$ cat config.mk
export PLATFORM = sky130hd
export DESIGN_NAME = toggle_pulse_gen
export DESIGN_NICKNAME = d
export VERILOG_FILES = /design/src/rtl/tff_pkg.sv /design/src/rtl/sync_2ff.sv /design/src/rtl/toggle_pulse_gen.sv
export SDC_FILE = /design/constraint.sdc
export NUM_CORES = 1
export LEC_CHECK = 0
export BUFFER_PORTS_ARGS = -buffer_cell sky130_fd_sc_hd__buf_2
export CAP_MARGIN = 10
export CORE_ASPECT_RATIO = 1.2
export CORE_MARGIN = 5
export CORE_UTILIZATION = 35
export DETAILED_ROUTE_END_ITERATION = 7
export GPL_TIMING_DRIVEN = 0
export PLACE_DENSITY = 0.59
export SLEW_MARGIN = 10
export SYNTH_ARGS = -nofsm -noshare
export SYNTH_HDL_FRONTEND = slang
export SYNTH_SLANG_ARGS = --single-unit
export TNS_END_PERCENT = 20
$ cat constraint.sdc
create_clock -name clk -period 2.3 [get_ports clk]
set_input_delay 0.345 -clock clk [delete_from_list [all_inputs] [get_ports clk]]
set_output_delay 0.345 -clock clk [all_outputs]
set_load 0.02 [all_outputs]
$ cat src/rtl/tff_pkg.sv
`default_nettype none
// ============================================================================
// Module      : tff_pkg
// Description : Shared definitions for the toggle-flop conditioning path:
//               debounce FSM state encodings, a sizing helper and the
//               simulation clock-to-output constant.
// Revision    : 1.0 - initial release
// ============================================================================
package tff_pkg;

  // Debounce FSM states; encodings are fixed so that waveforms and any
  // downstream decode stay stable across revisions.
  typedef enum logic [1:0] {
    IDLE        = 2'd0,
    ARM_PRESS   = 2'd1,
    HELD        = 2'd2,
    ARM_RELEASE = 2'd3
  } state_t;

  // Simulation-only settle time used when sampling registered outputs.
  localparam int C2Q_DELAY = 1;

  // Larger of two integers; sizes counters shared by two limits.
  function automatic int max_int(input int a, input int b);
    return (a > b) ? a : b;
  endfunction

endpackage : tff_pkg
`default_nettype wire

$ cat src/rtl/sync_2ff.sv
`default_nettype none
// ============================================================================
// Module      : sync_2ff
// Description : Two-flop synchronizer for a single asynchronous input.
//               Resets to 0. Nothing sits ahead of the first flop so the
//               metastability window is confined to the first stage.
// Revision    : 1.0 - initial release
// ============================================================================
module sync_2ff (
  input  logic clk,
  input  logic reset_n,
  input  logic d,
  output logic q
);

  logic meta;

  // Two back-to-back capture flops; q is safe to use in the clk domain.
  always_ff @(posedge clk or negedge reset_n) begin
    if (!reset_n) begin
      meta <= 1'b0;
      q    <= 1'b0;
    end else begin
      meta <= d;
      q    <= meta;
    end
  end

endmodule : sync_2ff
`default_nettype wire

$ cat src/rtl/toggle_pulse_gen.sv
`default_nettype none
// ============================================================================
// Module      : toggle_pulse_gen
// Description : Turns a raw bouncing push-button into one clean single-cycle
//               toggle request per confirmed press. Synchronizer, counter
//               based debounce FSM and press-edge pulse generator.
//               Optional macro AUTOREPEAT_EN: while the button stays held,
//               an extra pulse is issued every REPEAT_CYCLES cycles.
// Revision    : 1.0 - initial release
// ============================================================================
module toggle_pulse_gen
  import tff_pkg::*;
#(
  parameter int DEBOUNCE_CYCLES = 16,
  parameter int REPEAT_CYCLES   = 64,
  parameter int BTN_ACTIVE_HIGH = 1
) (
  input  logic clk,
  input  logic reset_n,
  input  logic btn_raw,
  output logic t_pulse,
  output logic btn_level,
  output logic busy
);

  // One width serves both counters; the compares fire before either wraps.
  localparam int              CNT_W    = $clog2(max_int(DEBOUNCE_CYCLES, REPEAT_CYCLES) + 1);
  localparam logic [CNT_W-1:0] DEB_LAST = CNT_W'(DEBOUNCE_CYCLES - 1);
  localparam logic            INVERT   = (BTN_ACTIVE_HIGH == 0);

  logic             btn_sync;
  logic             btn_s;
  state_t           state;
  logic [CNT_W-1:0] cnt;

`ifdef AUTOREPEAT_EN
  localparam logic [CNT_W-1:0] RPT_LAST = CNT_W'(REPEAT_CYCLES - 1);
  logic [CNT_W-1:0] rpt_cnt;
`endif

  sync_2ff u_sync (
    .clk     (clk),
    .reset_n (reset_n),
    .d       (btn_raw),
    .q       (btn_sync)
  );

  // Polarity is normalised after synchronisation so that btn_s=1 is "pressed".
  assign btn_s = btn_sync ^ INVERT;

  // Debounce FSM; every output is registered and updated with the state.
  always_ff @(posedge clk or negedge reset_n) begin
    if (!reset_n) begin
      state     <= IDLE;
      cnt       <= '0;
      t_pulse   <= 1'b0;
      btn_level <= 1'b0;
      busy      <= 1'b0;
`ifdef AUTOREPEAT_EN
      rpt_cnt   <= '0;
`endif
    end else begin
      t_pulse <= 1'b0;
      case (state)
        IDLE: begin
          if (btn_s) begin
            state <= ARM_PRESS;
            cnt   <= '0;
            busy  <= 1'b1;
          end
        end

        ARM_PRESS: begin
          if (!btn_s) begin
            // Bounce: abandon the qualification without a pulse.
            state <= IDLE;
            cnt   <= '0;
            busy  <= 1'b0;
          end else if (cnt == DEB_LAST) begin
            state     <= HELD;
            cnt       <= '0;
            t_pulse   <= 1'b1;
            btn_level <= 1'b1;
            busy      <= 1'b0;
          end else begin
            cnt <= cnt + 1'b1;
          end
        end

        HELD: begin
          if (!btn_s) begin
            state <= ARM_RELEASE;
            cnt   <= '0;
            busy  <= 1'b1;
          end
`ifdef AUTOREPEAT_EN
          else if (rpt_cnt == RPT_LAST) begin
            t_pulse <= 1'b1;
            rpt_cnt <= '0;
          end else begin
            rpt_cnt <= rpt_cnt + 1'b1;
          end
`endif
        end

        ARM_RELEASE: begin
          if (btn_s) begin
            // Release bounce: back to HELD, repeat phase kept intact.
            state <= HELD;
            cnt   <= '0;
            busy  <= 1'b0;
          end else if (cnt == DEB_LAST) begin
            state     <= IDLE;
            cnt       <= '0;
            btn_level <= 1'b0;
            busy      <= 1'b0;
`ifdef AUTOREPEAT_EN
            rpt_cnt   <= '0;
`endif
          end else begin
            cnt <= cnt + 1'b1;
          end
        end

        default: begin
          state <= IDLE;
          cnt   <= '0;
        end
      endcase
    end
  end

endmodule : toggle_pulse_gen
`default_nettype wire
# After elaboration in Yosys (flattened, before gate mapping)
# Index checks and enable logic that the tools add are counted.
# op_classes
addsub	1
n_eq_ne	12
mux	27
n_reduce_logical	5
# op_table
cell	n
$mux 7	5
$pmux 7 s4	1
$mux 1	12
$mux 2	6
$ne 2x2->1 const B	4
$pmux 2 s4	1
$add 7x1->7 const B	1
$eq 7x4->1 const B	1
$reduce_and 5->1	1
$eq 2x2->1 const B	2
$ne 2x1->1 const B	2
$pmux 1 s4	1
$reduce_and 4->1	1
$ne 3x2->1 const B	1
$ne 3x3->1 const B	1
$eq 2x1->1 const B	1
$logic_not 2->1	1
$pmux 1 s2	1
$reduce_and 2->1	1
$reduce_bool 2->1	1
# totals
ff_bits	14
input_bits	3
out_inout_bits	3
wordCells	52

# Depth between registers and ports, before layout
# depth
depth_word	4
mapped_depth	6
ltp_nobuf	5

# By module
# A second synthesis with hierarchy kept.
# unflattened
hier_cells	59
hier_area_um2	674.4
# modules_own_cells
module	instances	cells_per_inst	area_each_um2	seq_area_each_um2
toggle_pulse_gen	1	57	624.3	300.3
sync_2ff	1	2	50.0	50.0

# Worst setup path before layout
# Ideal clock, no wire load.
# synth_timing
path_type	register -> register
from	register cnt[0]
to	register cnt[5]
setup_ns	0.068
t_arrival_ns	1.624
t_required_ns	2.232
slack_ns	0.608
path_stages_with_launch	7
n_path_buf	1
synth_period_minus_slack_ns	1.692
path_cell_list	dfrtp_1 -> ha_1 -> and3_1 -> and2_1 -> clkbuf_1 -> or4_1 -> nand3_1
# synth_via
elab_chain_cells	4
elab_cells_between_ends	6
cone_classes	add/sub: 1; eq/ne: 1; mux: 4
# synth_rtl
item	line	source
from (decl)	toggle_pulse_gen.sv:34	logic [CNT_W-1:0] cnt;
from (signal assigned)	toggle_pulse_gen.sv:86	cnt <= cnt + 1'b1;
from (signal assigned)	toggle_pulse_gen.sv:121	cnt <= cnt + 1'b1;
$add 7x1->7 or $eq 7x4->1 (tied branches)	n/a	
$mux 7 (*)	toggle_pulse_gen.sv:79, toggle_pulse_gen.sv:112	
$mux 7 (on tied branches)	toggle_pulse_gen.sv:107, toggle_pulse_gen.sv:74	
$pmux 7 s4 (*)	toggle_pulse_gen.sv:64	case (state)
# Every way passes the cells marked *; elsewhere a longest branch is shown, timed or not.
# A chain may end at the register's enable or synchronous reset.

# Worst setup path in the final report
# Same ends and word-level chain as after synthesis.

==> results.py <==
metrics = {
    "status": {
        "status": "complete, no violations",
    },
    "drt": {
        "wire_per_inst_um": 13.2,
        "vias": 453,
        "ant_nets": 0,
        "viasPerCell": 5.27,
        "drt_iter0_drc": 9,
        "drt-pass1-iter-count": 4,
        "finalWirelength_um": 1140,
        "route.detailed.drc": 0,
    },
    "grt": {
        "grtUsageTotal": 0.0972,
        "grt_pass1_vias": 456,
        "grt_overflow_total": 0,
        "grt_first_pass_wirelength_um": 2050,
        "grt_antenna_before_repair": 0,
        "grt_max_degree": 15,
    },
    "timing": {
        "min_period_over_period": 0.807,
        "fmax_ghz": 0.539,
        "setup_viol": 0,
        "drv_slew": 0,
        "fin_skew_ps": 1.57,
        "rsz0062_at_grt": "no",
        "tightest_slew_ps": 362,
        "final.setup.tns_ps": 0,
        "slew_headroom": 0.759,
        "hold_violations": 0,
        "layout_min_cycle_time_ps": 1860,
    },
    "finish": {
        "n_fill_cell": 169,
        "syn_to_final_growth_pct": 14.8,
        "layout_commonest_cell": "dfrtp_1",
        "layout.nets": 73,
        "multi_input_area_um2": 280,
        "drive_above_1_share": 0.221,
        "layout_common_cells": "dfrtp_1 (14), nand3_1 (5), o21ai_0 (5), buf_2 (5), nand2_1 (4)",
        "antenna_cells": 0,
        "regArea_um2": 350,
    },
    "clocking": {
        "cts_resized": 0,
        "h-tree-depth": 1,
        "cts_tree": "built",
        "hold_buffers": 1,
        "postCtsSetupRepairBufs": 0,
        "numCtsBuffers": 3,
        "cts.sink_count": 14,
        "path_clk_slew_ps": 80,
        "clk_latency_ps": 280,
        "clockRootBuffer": "clkbuf_4",
        "clockBufferDepth": 2,
    },
    "critical_path": {
        "crit_arrival_ps": 2080,
        "startpoint_type": "register",
        "crit_slowest_cell": "or4_1",
        "crit_buf_inv": 1,
        "cp_slowest_stage_delay_ps": 530,
        "crit_type": "register to register",
        "crit_family": "simple AND/OR/NAND/NOR gates",
        "required_ps": 2520,
        "crit_chain": "ha_1 > and3_1 > and2_1 > clkbuf_1 > or4_1 > nand3_1",
        "worstSetupEndpointType": "register",
        "critPathMaxFanout": 6,
    },
    "floorplan": {
        "die_x_um": 48.9,
        "initial_core_util": 0.377,
        "core_mm2": 0.00168,
        "num_io_pins": 6,
        "die_y_um": 56.6,
        "die-area_mm2": 0.00277,
        "rows": 16,
    },
    "synthesis": {
        "synth_edf_count": 0,
        "synth_seq_cells": 14,
        "async_reset_ff_frac": 1.00,
        "yosysWarnings": 0,
        "synthSimpleGateAreaFrac": 0.247,
        "synth_area_um2": 634,
        "synthCells": 58,
        "synth_top_family_by_area": "simple AND/OR/NAND/NOR gates",
        "syn_nets": 62,
        "synth_compound_area_frac": 0.132,
        "synth-seq-area-share": 0.552,
        "avgSynthCellArea_um2": 10.9,
        "synth_xor_area_frac": 0.0256,
        "netlist-cell-type-count": 25,
        "synth_adder_area_share": 0.0197,
        "muxShareOfSynthArea": 0.0178,
        "ys.flop_type": "dfrtp_1",
    },
    "min_path": {
        "hp-class": "input pin to register",
    },
    "flow_run": {
        "cap_viol_max_count": 0,
    },
    "placed_design": {
        "gp_congestion": 0.708,
        "numPortBuffers": 5,
    },
    "power_and_ir_drop": {
        "power_density_mw_per_mm2": 643,
        "power_uw": 468,
        "p_leak_uw": 0.000369,
        "irDropWorstVdd_uv": 278,
    },
}
-- worst register-to-register path: stages, from the launching register on --
cell and delay, ps:
dfrtp_1 430, ha_1 230, and3_1 220, and2_1 140, clkbuf_1 170, or4_1 530
nand3_1 80
-- cell type report --
type	instances	share of cell area
buffer	1	0.00515
clock buffer	4	0.0498
multi-input combinational	43	0.385
sequential	14	0.481
tap	18	0.0309
timing repair buffer	6	0.0481
-- registers in the layout, summed over array words and instances (netlist names), named ones only --
signal and count:
btn_level 1, busy 1, cnt 7, state 1, t_pulse 1, u_sync.meta 1, u_sync.q 1
-- report_power, final --
group / switching (µW) / internal (µW) / leakage (µW) / total, µW
registers: 8.44 / 253 / 0.000185 / 262
clock network: 80.0 / 96.4 / 0.0000210 / 176
logic: 18.0 / 12.0 / 0.000163 / 30.0
-- logic make-up after synthesis --
group,after synthesis
AND/OR/NAND/NOR,27
flip-flops,14
AO/OA/AOI/OAI,13
XOR/XNOR,1
buffers and inverters,1
multiplexers,1
adder cells (fa/ha/maj),1
-- synth_stat cells (all sizes together) (2+ instances only) --
| library cell | n | area (µm²) |
|---|---|---|
| dfrtp | 14 | 350 |
| nand2 | 5 | 26.3 |
| nand3 | 5 | 25.0 |
| o21ai | 5 | 25.0 |
| and2 | 3 | 21.3 |
| and3 | 3 | 18.8 |
| nor2 | 3 | 11.3 |
| a21o | 2 | 15.0 |
| a22o | 2 | 17.5 |
| nor3 | 2 | 10.0 |
| nor3b | 2 | 15.0 |
-- layer usage --
| layer | track usage | wire [µm] | vias up |
|---|---|---|---|
| li1 | - | - | 232 |
| met1 | 0.110 | 532 | 207 |
| met2 | 0.151 | 524 | 10 |
| met3 | 0.0238 | 42 | 4 |
| met4 | 0.0808 | 35 | 0 |
| met5 | 0 | 0 | - |
-- stage by stage --
| stage | worst slack (ps) | instances | util | cell area (µm²) | hold slack [ps] |
|---|---|---|---|---|---|
| 2_1_floorplan | 608 | 58 | - | 634 | 49.4 |
| 3_3_place_gp | 474 | 81 | 0.406 | 682 | 254 |
| 3_5_place_dp | 463 | 81 | 0.406 | 682 | 256 |
| 4_1_cts | 431 | 86 | 0.433 | 728 | 157 |
| 5_1_grt | 354 | 86 | 0.433 | 728 | 156 |
| 6_report | 444 | 86 | 0.433 | 728 | 163 |
-- path summary, 6_finish.rpt --
check,start,to,slack [ps],depth (start not counted)
min,btn_raw,u_sync.meta$_DFF_PN0_,160,1
max,cnt[0]$_DFFE_PN0P_,cnt[5]$_DFFE_PN0P_,440,6
min in group asynchronous,reset_n,cnt[0]$_DFFE_PN0P_,480,2
max in group asynchronous,reset_n,cnt[3]$_DFFE_PN0P_,1590,2
min reg2reg,u_sync.meta$_DFF_PN0_,u_sync.q$_DFF_PN0_,370,0
max reg2reg,cnt[0]$_DFFE_PN0P_,cnt[5]$_DFFE_PN0P_,440,6
No activity file was read; power rests on OpenSTA's default activity.
